### src/rtl/serial_subtract_ctrl.sv
// Bit-serial unsigned subtractor: computes (A - B) mod 2^WIDTH and the final borrow
// one bit per cycle, LSB first, through a single shared 1-bit full subtractor.
module serial_subtract_ctrl #(
    parameter int unsigned WIDTH = 8
) (
    input  logic             clk,
    input  logic             rst_n,
    input  logic             inStart,
    input  logic [WIDTH-1:0] inA,
    input  logic [WIDTH-1:0] inB,
    output logic [WIDTH-1:0] outD,
    output logic             outB,
    output logic             outBusy,
    output logic             outDone
);

    localparam int unsigned CNT_W = (WIDTH > 1) ? $clog2(WIDTH) : 1;
    localparam logic [CNT_W-1:0] CNT_LAST = CNT_W'(WIDTH - 1);

    typedef enum logic [1:0] {
        S_IDLE = 2'd0,
        S_RUN  = 2'd1,
        S_DONE = 2'd2
    } state_e;

    state_e           state_q, state_d;
    logic [CNT_W-1:0] cnt_q, cnt_d;
    logic             borrow_q, borrow_d;
    logic [WIDTH-1:0] a_q, a_d;
    logic [WIDTH-1:0] b_q, b_d;
    logic [WIDTH-1:0] d_q, d_d;
    logic             bout_q, bout_d;

    logic a_bit, b_bit, d_bit, borrow_next;

    // Shared 1-bit full subtractor; operands shift right so bit cnt is always at position 0.
    always_comb begin
        a_bit       = a_q[0];
        b_bit       = b_q[0];
        d_bit       = a_bit ^ b_bit ^ borrow_q;
        borrow_next = (~a_bit & b_bit) | (~(a_bit ^ b_bit) & borrow_q);
    end

    always_ff @(posedge clk or negedge rst_n) begin
        if (!rst_n) begin
            state_q  <= S_IDLE;
            cnt_q    <= '0;
            borrow_q <= 1'b0;
            a_q      <= '0;
            b_q      <= '0;
            d_q      <= '0;
            bout_q   <= 1'b0;
        end else begin
            state_q  <= state_d;
            cnt_q    <= cnt_d;
            borrow_q <= borrow_d;
            a_q      <= a_d;
            b_q      <= b_d;
            d_q      <= d_d;
            bout_q   <= bout_d;
        end
    end

    always_comb begin
        state_d  = state_q;
        cnt_d    = cnt_q;
        borrow_d = borrow_q;
        a_d      = a_q;
        b_d      = b_q;
        d_d      = d_q;
        bout_d   = bout_q;

        case (state_q)
            S_IDLE: begin
                if (inStart) begin
                    a_d      = inA;
                    b_d      = inB;
                    borrow_d = 1'b0;
                    cnt_d    = '0;
                    state_d  = S_RUN;
                end
            end
            S_RUN: begin
                d_d[cnt_q] = d_bit;
                borrow_d   = borrow_next;
                a_d        = a_q >> 1;
                b_d        = b_q >> 1;
                if (cnt_q == CNT_LAST) begin
                    bout_d  = borrow_next;
                    cnt_d   = '0;
                    state_d = S_DONE;
                end else begin
                    cnt_d = cnt_q + CNT_W'(1);
                end
            end
            S_DONE: begin
                state_d = S_IDLE;
            end
            default: begin
                state_d = S_IDLE;
                cnt_d   = '0;
            end
        endcase
    end

    assign outD    = d_q;
    assign outB    = bout_q;
    assign outBusy = (state_q != S_IDLE);
    assign outDone = (state_q == S_DONE);

endmodule
### config.mk
export PLATFORM = sky130hd
export DESIGN_NAME = serial_subtract_ctrl
export DESIGN_NICKNAME = d
export VERILOG_FILES = /design/src/rtl/serial_subtract_ctrl.sv
export SDC_FILE = /design/constraint.sdc
export NUM_CORES = 1
export LEC_CHECK = 0
export CAP_MARGIN = 0
export CORE_MARGIN = 2
export CORE_UTILIZATION = 34
export DETAILED_ROUTE_END_ITERATION = 7
export GPL_TIMING_DRIVEN = 0
export PLACE_DENSITY = 0.65
export SLEW_MARGIN = 20
export SYNTH_ARGS = -nofsm -noshare
export SYNTH_HDL_FRONTEND = slang
export SYNTH_SLANG_ARGS = --single-unit
### constraint.sdc
create_clock -name clk -period 1.5 [get_ports clk]
set_clock_uncertainty 0.05 [all_clocks]
set_input_delay 0.45 -clock clk [delete_from_list [all_inputs] [get_ports clk]]
set_output_delay 0.45 -clock clk [all_outputs]
set_load 0.01 [all_outputs]
== Word-level counts from Yosys, hierarchy flattened ==
Cells that the tools add are included.

* Eq/ne operators: 5
* $add $sub $neg: 1
* Mux-type cells: 15
* Bitwise gates (word level): 8
* Order comparisons: 2
* Reductions and logical operators: 8

{| class="wikitable"
|+ Operator list
! operator !! number
|-
| 8-bit case mux with 2 select lines || 2
|-
| 8-bit two-way mux || 2
|-
| 3-bit case mux with 3 select lines || 1
|-
| 8-bit bitwise mux || 1
|-
| 2-bit AND reduction || 4
|-
| 3-bit two-way mux || 2
|-
| 3-bit by 4-bit < comparator with 1-bit output (second input constant) || 1
|-
| 2-bit two-way mux || 2
|-
| 2-bit != test (second input constant) || 2
|-
| 2-bit case mux with 2 select lines || 1
|-
| 2-bit nonzero test || 2
|-
| 3-bit by 1-bit adder with 3-bit output (second input constant) || 1
|-
| 1-bit demux with 3-bit select || 1
|-
| 3-bit == test (second input constant) || 1
|-
| 3-bit by 1-bit greater-or-equal comparator with 1-bit output (second input constant) || 1
|-
| 1-bit inverter || 3
|-
| 1-bit bitwise AND || 2
|-
| 2-bit by 1-bit == test with 1-bit output (second input constant) || 1
|-
| 2-bit == test (second input constant) || 1
|-
| 2-bit logical NOT || 1
|-
| 1-bit two-way mux || 2
|-
| 1-bit case mux with 2 select lines || 1
|-
| 1-bit XOR || 2
|-
| 1-bit logical AND || 1
|-
| 1-bit bitwise OR || 1
|}

* Flip-flop bits (word level): 31
* Input port bits: 19
* Output and inout port bits: 11

== Depth between registers and ports, before layout ==
* Depth in word-level cells: 5
* Mapped depth: 6

== Worst setup path after synthesis ==
Ideal clock, no wire load.

* Path kind: reg2out
* Start: register state_q[0]
* End: output outBusy
* Required time: 1.000 ns
* Slack: 0.048 ns
* Cell stages (with the launch flop): 4
* Path buffers: 2
* Arrival: 0.952 ns
* Cells stage by stage: dfrtp_1 buf_6 buf_2 or2_2

* Cells in the longest elaborated chain, start to end: 1

{| class="wikitable"
|+ Ends and longest elaborated chain
! element !! RTL line !! source
|-
| start: declaration || 26 || <nowiki>state_e state_q, state_d;</nowiki>
|-
| start signal: assignment || 54 || <nowiki>state_q <= state_d;</nowiki>
|-
| 2-bit nonzero test || 108 || <nowiki>assign outBusy = (state_q != S_IDLE);</nowiki>
|-
| end: declaration || 13 || <nowiki>output logic outBusy,</nowiki>
|}

Every way passes these cells.

== Worst setup path after layout ==
* Start: register state_q[1]
* End: output outBusy

The elaborated chain is that of the path after synthesis.

==> impl_metrics.ini <==
[power_and_ir_drop]
powerDensity_mw_per_mm2 = 1870
peakVddDrop_v = 0.000616
p_total_mw = 3.94
leakage_nw = 0.953

[synthesis]
synth_cell_types = 34
synth_common_cells = dfrtp_1, o21ai_0, a21oi_1
ys_warn_count = 0
async_flop_share_pct = 100
synth_nets = 172
avgSynthCellArea_um2 = 10.7
synth_edf_count = 0
yosysMostFrequentCell = dfrtp_1
ys_top_cells_by_area = dfrtp_1, a22oi_1, o21ai_0, mux2_2, a21oi_1
syn_area_mm2 = 0.00159
synth_top_area_share_pct = 48.7
synth_seq_cells = 31
seq_area_frac_synth_pct = 48.7
yosysTopAreaCell = dfrtp_1
synth_ff_type = dfrtp_1
syn-instance-count = 149

[clock_tree]
cts.sinks = 31
clk_pin_slew_worst_paths_ns = 0.06
cts-hold-fix-buffers = 0
cts_root_buf = clkbuf_8
h-tree-depth = 2
insertion_delay_ns = 0.28
cts-buffers-inserted = 5
tritoncts = done
clock_path_buffers = 2

[die]
dieWidth_um = 72.4
core_mm2 = 0.00444
dieArea_mm2 = 0.00525
rows = 24
start_util_pct = 35.8
die_h_um = 72.4
ioPinCount = 30

[sta]
hold_viol = 0
maxSlewViolCount = 0
fin_ws_ns = -0.169
fin_crit_sh_pct = 111
rsz0062_at_grt = true
worst-slew-pin-transition_ns = 0.701
slew_headroom_pct = 53.3
layout_min_cycle_time_ns = 1.67
fmax_mhz = 599
setup_violations = 4

[layout]
multiInputGateArea_um2 = 788
utilization_pct = 47.4
diodes = 0
seq_area_um2 = 777
area_delta_synth_final_pct = 32.1
nFillCells = 412
stdcell_area_mm2 = 0.00210
drive_above_1_share_pct = 22.9
nNetsFinal = 212

[setup_path]
critPathMaxStageDelay_ns = 0.42
crit_start = state_q[1]
required_ns = 1.00
slowest_stage = dfrtp_2
r2r-end = outD[2]
r2r_start = state_q[1]
endpoint_kind = output pin
path_cells = buf_8 > or2_4 > buf_6
r2r_setup_slack_ns = -0.02
critPathKind = flip-flop to output pin
r2r_cells = 4
start_kind = flip-flop
cp.arrival_ns = 1.17
worstPathMaxFanout = 5

[outcome]
violations = negative setup slack
outcome = finished, violations left

[route]
ant_nets = 0
wl_per_cell_um = 15.1
wl_um = 3630
num_vias = 1253
drc = 0
drt-initial-drc-count = 85
viasPerCell = 5.22
dr.pass1.iters = 4

[place]
routabilityCongestion = 0.765
io_buffer_count = 29
hpwl_um = 2480
place_area_mm2 = 0.00194

[job]
max-cap-violations = 0

[grt]
grt.total_usage_pct = 14.8
first_global_vias = 1290
grt_max_degree = 32
grt_first_pass_wirelength_um = 6030
overflow = 0
grt_antenna_before_repair = 0

[min_path]
hold_class = primary input to async pin
[worst max-delay path, delay by kind of cell, from the launching register on]
family                 cells  cell delay [ns]
DFF                        1             0.42
buffers and inverters      2             0.25
and+or+nand+nor            1             0.22
[power breakdown]
| group | switching (mW) | total [mW] | internal (mW) |
|---|---|---|---|
| combinational | 0.945 | 1.93 | 0.981 |
| sequential | 0.223 | 1.42 | 1.20 |
| clock | 0.286 | 0.595 | 0.308 |
[cells by family after synthesis]
logic type / share of synthesized area, %
buffers and inverters: 5.18
AOI/OAI and AO/OA: 18.5
muxes: 6.36
DFF: 48.7
adders and majority gates: 3.61
and+or+nand+nor: 17.7
[how the worst max path moves through the flow]
stage               to  slack, ns  cells after the start
2_1_floorplan  outBusy       0.05                      3
4_1_cts        outBusy      -0.22                      4
3_5_place_dp    b_q[7]      -0.62                      5
3_3_place_gp   outD[4]      -0.65                      1
6_report       outBusy      -0.17                      3
5_1_grt        outBusy      -0.19                      3
[per-layer routing]
layer | part of all wire, % | GRT usage (%) | wire length, µm
met1 | 45 | 18.4 | 1630
met3 | 3.8 | 4.03 | 138
met5 | 0 | 0 | 0
met2 | 49 | 24.3 | 1790
met4 | 2.1 | 6.58 | 75
[per-stage QoR]
stage / hold WS, ns / setup slack (ns) / setup TNS [ns] / instances
5_1_grt: 0.228 / -0.194 / -0.490 / 240
2_1_floorplan: 0.104 / 0.0481 / 0 / 149
3_3_place_gp: 0.417 / -0.651 / -30.43 / 230
6_report: 0.164 / -0.169 / -0.301 / 240
4_1_cts: 0.193 / -0.219 / -0.372 / 239
3_5_place_dp: 0.425 / -0.621 / -10.95 / 230
[area by class of cell]
class                           count  share of cell area, %
Sequential cell                    31                   36.9
Buffer                             11                   3.98
Multi-Input combinational cell    103                   37.5
Timing Repair Buffer               34                   14.6
Tap cell                           52                   3.09
Inverter                            3                  0.535
Clock buffer                        6                   3.45
[placed cells by master, fill, tap and decap left out, types with 2 or more instances in the layout]
master,synthesis,routed
and2b_1,9,8
buf_4,1,8
mux2_4,0,2
ha_1,3,3
clkbuf_1,2,2
a22oi_1,12,12
a21oi_1,14,14
buf_6,2,3
a22o_1,2,2
nor2_1,3,3
nor2b_1,7,6
clkbuf_8,0,5
nand4b_1,2,2
dfrtp_1,31,30
buf_2,6,6
nand2_1,8,8
nor4b_4,0,2
o21ai_1,1,4
mux2_1,2,2
and3b_1,2,2
inv_1,3,2
o21ai_0,17,14
dlygate4sd2_1,0,10
clkdlybuf4s50_1,0,16
mux2_2,7,5
[sequential cells by signal, indices dropped and copies added (netlist names)]
name	cells
a_q	8
b_q	8
outD	8
cnt_q	3
state_q	2
borrow_q	1
outB	1
[what timing repair did]
item,CTS,global route
buffers inserted,3,2
cloned,0,0
resized for setup,32,12
setup endpoints to repair,39,22
pin swaps,2,3
Note: power is estimated with default switching activity, not from simulation.
